### config.mk
export PLATFORM = sky130hd
export DESIGN_NAME = uart_rx
export DESIGN_NICKNAME = d
export VERILOG_FILES = /design/src/rtl/uart_pkg.sv /design/src/rtl/uart_rx_sync.sv /design/src/rtl/uart_rx.sv
export SDC_FILE = /design/constraint.sdc
export NUM_CORES = 1
export LEC_CHECK = 0
export CAP_MARGIN = 30
export CORE_AREA = 10 10 80 82
export CTS_BUF_LIST = sky130_fd_sc_hd__clkbuf_8
export DETAILED_ROUTE_END_ITERATION = 10
export DIE_AREA = 0 0 90 92
export PLACE_DENSITY = 0.52
export SLEW_MARGIN = 15
export SYNTH_ARGS = -nofsm -noshare
export SYNTH_HDL_FRONTEND = slang
export SYNTH_HIERARCHICAL = 1
export SYNTH_SLANG_ARGS = --single-unit
### constraint.sdc
create_clock -name i_clk -period 1.8 [get_ports i_clk]
set_input_delay 0.18 -clock i_clk [delete_from_list [all_inputs] [get_ports i_clk]]
set_output_delay 0.18 -clock i_clk [all_outputs]
set_load 0.01 [all_outputs]
### src/rtl/uart_pkg.sv
// Shared UART constants and FSM state types for the transmitter and receiver.
// Optional macro UART_RX_PARITY_EN adds the receiver PARITY state.
package uart_pkg;

   localparam int SMP_SIZE_LOG = 4;

   typedef enum logic [1:0] {
      TX_IDLE,
      TX_START,
      TX_DATA,
      TX_STOP
   } uart_tx_state_t;

`ifdef UART_RX_PARITY_EN
   typedef enum logic [2:0] {
      RX_IDLE,
      RX_START,
      RX_DATA,
      RX_PARITY,
      RX_STOP
   } uart_rx_state_t;
`else
   typedef enum logic [2:0] {
      RX_IDLE,
      RX_START,
      RX_DATA,
      RX_STOP
   } uart_rx_state_t;
`endif

endpackage

### src/rtl/uart_rx_sync.sv
// Two-flop synchroniser for the asynchronous serial input; both flops reset
// to the idle-high line level so reset never looks like a start bit.
module uart_rx_sync (
   input  logic i_clk,
   input  logic i_rst_n,
   input  logic i_d,
   output logic o_q
);

   logic [1:0] sync_q;

   always_ff @(posedge i_clk or negedge i_rst_n) begin
      if (!i_rst_n) begin
         sync_q <= 2'b11;
      end else begin
         sync_q <= {sync_q[0], i_d};
      end
   end

   assign o_q = sync_q[1];

endmodule

### src/rtl/uart_rx.sv
// 16x-oversampling UART receiver with valid/ack handshake, framing and overrun flags.
// Optional macro UART_RX_PARITY_EN enables an even-parity bit and o_parity_err.
module uart_rx
   import uart_pkg::*;
#(
   parameter int DBIT    = 8,
   parameter int SB_TICK = 16
) (
   input  logic            i_clk,
   input  logic            i_rst_n,
   input  logic            i_tick,
   input  logic            i_rx,
   input  logic            i_rx_ack,
   output logic [DBIT-1:0] o_dout,
   output logic            o_rx_valid,
   output logic            o_rx_busy,
   output logic            o_frame_err,
   output logic            o_overrun,
   output logic            o_parity_err
);

   // The stop phase may need more than 16 ticks (1.5 / 2 stop bits).
   localparam int CTR_W = ($clog2(SB_TICK) > SMP_SIZE_LOG) ? $clog2(SB_TICK) : SMP_SIZE_LOG;
   localparam int NB_W  = (DBIT > 1) ? $clog2(DBIT) : 1;

   localparam logic [CTR_W-1:0] MID_START = CTR_W'(7);
   localparam logic [CTR_W-1:0] BIT_END   = CTR_W'(15);
   localparam logic [CTR_W-1:0] STOP_END  = CTR_W'(SB_TICK - 1);
   localparam logic [NB_W-1:0]  LAST_BIT  = NB_W'(DBIT - 1);

   logic             rx_s;
   uart_rx_state_t   state_q, state_d;
   logic [CTR_W-1:0] smp_ctr_q, smp_ctr_d;
   logic [NB_W-1:0]  n_bits_q, n_bits_d;
   logic [DBIT-1:0]  shreg_q, shreg_d;
   logic             done;

   logic [DBIT-1:0]  dout_q;
   logic             valid_q;
   logic             frame_err_q;
   logic             overrun_q;

`ifdef UART_RX_PARITY_EN
   logic             par_q, par_d;
   logic             parity_err_q;
`endif

   uart_rx_sync u_sync (
      .i_clk   (i_clk),
      .i_rst_n (i_rst_n),
      .i_d     (i_rx),
      .o_q     (rx_s)
   );

   always_ff @(posedge i_clk or negedge i_rst_n) begin
      if (!i_rst_n) begin
         state_q   <= RX_IDLE;
         smp_ctr_q <= '0;
         n_bits_q  <= '0;
         shreg_q   <= '0;
`ifdef UART_RX_PARITY_EN
         par_q     <= 1'b0;
`endif
      end else begin
         state_q   <= state_d;
         smp_ctr_q <= smp_ctr_d;
         n_bits_q  <= n_bits_d;
         shreg_q   <= shreg_d;
`ifdef UART_RX_PARITY_EN
         par_q     <= par_d;
`endif
      end
   end

   always_comb begin
      state_d   = state_q;
      smp_ctr_d = smp_ctr_q;
      n_bits_d  = n_bits_q;
      shreg_d   = shreg_q;
      done      = 1'b0;
`ifdef UART_RX_PARITY_EN
      par_d     = par_q;
`endif
      case (state_q)
         RX_IDLE: begin
            if (!rx_s) begin
               state_d   = RX_START;
               smp_ctr_d = '0;
            end
         end
         RX_START: begin
            if (i_tick) begin
               if (smp_ctr_q == MID_START) begin
                  smp_ctr_d = '0;
                  // A line that is high again at mid start bit was only a glitch.
                  if (!rx_s) begin
                     state_d  = RX_DATA;
                     n_bits_d = '0;
                  end else begin
                     state_d = RX_IDLE;
                  end
               end else begin
                  smp_ctr_d = smp_ctr_q + CTR_W'(1);
               end
            end
         end
         RX_DATA: begin
            if (i_tick) begin
               if (smp_ctr_q == BIT_END) begin
                  smp_ctr_d = '0;
                  shreg_d   = {rx_s, shreg_q[DBIT-1:1]};
                  if (n_bits_q == LAST_BIT) begin
`ifdef UART_RX_PARITY_EN
                     state_d = RX_PARITY;
`else
                     state_d = RX_STOP;
`endif
                  end else begin
                     n_bits_d = n_bits_q + NB_W'(1);
                  end
               end else begin
                  smp_ctr_d = smp_ctr_q + CTR_W'(1);
               end
            end
         end
`ifdef UART_RX_PARITY_EN
         RX_PARITY: begin
            if (i_tick) begin
               if (smp_ctr_q == BIT_END) begin
                  smp_ctr_d = '0;
                  par_d     = rx_s;
                  state_d   = RX_STOP;
               end else begin
                  smp_ctr_d = smp_ctr_q + CTR_W'(1);
               end
            end
         end
`endif
         RX_STOP: begin
            if (i_tick) begin
               if (smp_ctr_q == STOP_END) begin
                  smp_ctr_d = '0;
                  state_d   = RX_IDLE;
                  done      = 1'b1;
               end else begin
                  smp_ctr_d = smp_ctr_q + CTR_W'(1);
               end
            end
         end
         default: begin
            state_d = RX_IDLE;
         end
      endcase
   end

   // A completing word takes priority over a simultaneous acknowledge.
   always_ff @(posedge i_clk or negedge i_rst_n) begin
      if (!i_rst_n) begin
         dout_q       <= '0;
         valid_q      <= 1'b0;
         frame_err_q  <= 1'b0;
         overrun_q    <= 1'b0;
`ifdef UART_RX_PARITY_EN
         parity_err_q <= 1'b0;
`endif
      end else if (done) begin
         dout_q       <= shreg_q;
         valid_q      <= 1'b1;
         frame_err_q  <= ~rx_s;
         overrun_q    <= valid_q & ~i_rx_ack;
`ifdef UART_RX_PARITY_EN
         parity_err_q <= (^shreg_q) ^ par_q;
`endif
      end else if (i_rx_ack && valid_q) begin
         valid_q      <= 1'b0;
         frame_err_q  <= 1'b0;
         overrun_q    <= 1'b0;
`ifdef UART_RX_PARITY_EN
         parity_err_q <= 1'b0;
`endif
      end
   end

   assign o_dout      = dout_q;
   assign o_rx_valid  = valid_q;
   assign o_rx_busy   = (state_q != RX_IDLE);
   assign o_frame_err = frame_err_q;
   assign o_overrun   = overrun_q;
`ifdef UART_RX_PARITY_EN
   assign o_parity_err = parity_err_q;
`else
   assign o_parity_err = 1'b0;
`endif

endmodule

==> flow_summary_export.csv <==
group,metric,value,unit
run_status,status,"complete, no violations",
timing,skew,0.004286,ns
worst_setup_path,critical_path_class,"reg2out",
global_route,grt_pass1_vias,923,
timing,holdWs,0.2825,ns
placement,dp_hpwl,1866,um
clocking,clock_sinks,30,
drt,final_antenna_net_count,0,
clocking,htreeDepth,2,
clocking,post-cts-setup-buffers,0,
floorplanning,die_area,8280,um2
synth,yosys.area_share.simple,0.1324,
worst_setup_path,reg2reg_slack,0.14,ns
global_route,grt_pass1_wl,4457,um
placement,gp_congestion,0.7784,
synth,synth_compound_area_frac,0.07838,
floorplanning,io_pins,18,
synth,mappedNetlistNets,111,
timing,min_period_over_period,0.9418,
synth,synth_area_per_cell,13.48,um2
job,cap_violations,0,
worst_setup_path,crit_required,1.62,ns
clocking,path_clk_slew,0.06,ns
placement,port_buffers,16,
global_route,grt_max_degree,31,
pwr,power.density,1167,nW/um2
timing,setup_viol,0,
floorplanning,start_util,0.2827,
synth,ys_types,36,
synth,syn-cell-area,1389,um2
worst_setup_path,end_kind,"output port",
drt,avgRoutedWirePerCell,12.89,um
worst_setup_path,crit_fanout,12,
floorplanning,die_h,92,um
floorplanning,die_x,90,um
timing,max_freq,0.5899,GHz
synth,synth_fa_ha_area_frac,0.02703,
timing,rsz0062_at_grt,"false",
final_layout,final_cells,196,
floorplanning,coreArea,4912,um2
drt,vias_per_cell,4.393,
clocking,cts_made_buffers,5,
global_route,grt_usage,0.06737,
synth,synth_top_family_by_area,"multiplexers",
final_layout,drive_above_1_share,0.3571,
synth,ys_ff_latch,30,
timing,final.setup.tns,0,ns
synth,synthMuxAreaShare,0.1685,
clocking,clkLatencyLatePin,0.28,ns
synth,ys_warn_count,6,
global_route,antenna_found_initial,0,
timing,slew_violations,0,
drt,vias,861,
timing,period_needed,1.695,ns
final_layout,layout.nets,133,
synth,synth_xor_xnor_area_share,0.01261,
timing,hold_viol_final,0,
global_route,grt_overflow,0,
pwr,p_leak,0.8229,nW
pwr,irDropWorstVdd,0.0003538,V
floorplanning,rows,26,
synth,postSynthCellCount,103,
clocking,cts-root-buf,"clkbuf_8",
drt,dr.pass1.iters,4,
placement,placed_cells,188,
drt,drc,0,
final_layout,antenna_cells,0,
clocking,hold_buffers,0,
drt,drtIter0Drc,70,
worst_setup_path,worstPathArrival,1.52,ns
clocking,cts_tree,"done",
drt,finalWirelength,2526,um
worst_hold_path,hold_class,"in2async",
worst_setup_path,crit_path_start_kind,"register",
clocking,cts_buffer_depth,2,
synth,seq_area_frac_synth,0.5423,
final_layout,syn_to_final_growth,28.20,%
-- metal layers --
metal	part of all wire	vias to the layer above	track usage
li1	-	413	-
met1	0.46	425	0.07752
met2	0.47	18	0.1035
met3	0.035	5	0.01793
met4	0.028	0	0.05570
met5	0	-	0
-- critical path, stage by stage, from the launching register on --
cell and delay [ns]:
dfrtp_2 0.51, nor2_4 0.06, inv_1 0.11, clkdlybuf4s50_1 0.56
-- cell usage after synthesis, drive strengths merged --
cell type  count  area share
a21bo          1      0.0072
a21o           1      0.0063
a31oi          2      0.0090
a32o           1      0.0072
and3           1      0.0054
and4bb         1      0.0090
buf            4       0.023
conb           1      0.0027
dfrtp         28        0.50
dfstp          2       0.038
ha             3       0.027
inv            5       0.014
mux2          19        0.15
mux2i          2       0.014
nand2          5       0.014
nand2b         1      0.0045
nand3          2      0.0072
nand4          3       0.024
nand4bb        1      0.0081
nor2           6       0.040
nor3           1      0.0036
nor4b          1       0.011
o21a           2       0.011
o21ai          2      0.0099
o21ba          1      0.0072
o22ai          2      0.0090
o2bb2ai        1      0.0063
o31ai          1      0.0054
or3b           1      0.0063
xnor2          1      0.0063
xor2           1      0.0063
-- what timing repair did --
action	in CTS	in global routing
endpoints found under the hold margin	0	0
pin swaps	0	0
endpoints found under the setup margin	1	1
gates resized for setup	2	2
-- path summary, 6_finish.rpt --
| kind | from | end | depth (start not counted) |
|---|---|---|---|
| setup reg to reg | n_bits_q[0] | n_bits_q[1] | 5 |
| hold reg to reg | u_sync/sync_q[0] | u_sync/sync_q[1] | 0 |
| hold / removal | i_rst_n | o_dout[0] | 2 |
| min in group i_clk | i_rx | u_sync/sync_q[0] | 1 |
| max in group asynchronous | i_rst_n | u_sync/sync_q[1] | 2 |
| setup / recovery | state_q[1] | o_rx_busy | 3 |
-- metrics by stage --
stage / power [mW] / setup slack (ns) / cell area (um2) / utilization
CTS: 2.097 / 0.04540 / 1774 / 0.3612
finish: 2.078 / 0.1047 / 1780 / 0.3625
global placement: 1.237 / 0.1291 / 1628 / 0.3314
floorplan: 1.154 / 0.2830 / 1389 / -
detailed placement: 1.246 / 0.1001 / 1628 / 0.3314
global route: 2.196 / 0.03229 / 1780 / 0.3625
-- final cells by class --
class                           instances  area, um2
Timing Repair Buffer                   19      182.7
Sequential cell                        30      755.7
Clock inverter                          2      60.06
Inverter                                5      18.77
Tap cell                               70      87.58
Fill cell                             476       3132
Clock buffer                            6      82.58
Multi-Input combinational cell         64      593.1
-- placed cells by master, fill, tap and decap left out, drive strengths merged, types with 2 or more instances in the layout --
master	Yosys	final
dfrtp	28	28
mux2	19	19
clkdlybuf4s50	0	16
clkbuf	0	6
nor2	6	6
inv	5	5
nand2	5	5
ha	3	3
buf	4	3
nand4	3	3
nand3	2	2
o22ai	2	2
mux2i	2	2
o21a	2	2
a31oi	2	2
bufinv	0	2
dfstp	2	2
o21ai	2	2
-- power by group --
| part | switching (mW) | internal, mW |
|---|---|---|
| clock | 0.245 | 0.590 |
| combinational | 0.172 | 0.194 |
| sequential | 0.124 | 0.753 |
-- cells by family (layout without fill, tap and decap cells) --
group	Yosys count	count (layout)
buf+inv	9	32
simple gates	23	23
xor+xnor	2	2
mux	21	21
fa+ha+maj	3	3
other cells	1	1
flops	30	30
compound gates	14	14
-- sequential cells by signal (all words and copies together) (netlist names) --
name	cells
u_sync/sync_q	2
o_dout	8
o_frame_err	1
o_overrun	1
smp_ctr_q	4
n_bits_q	3
o_rx_valid	1
shreg_q	8
state_q	2
No activity file was read; power rests on OpenSTA's default activity.
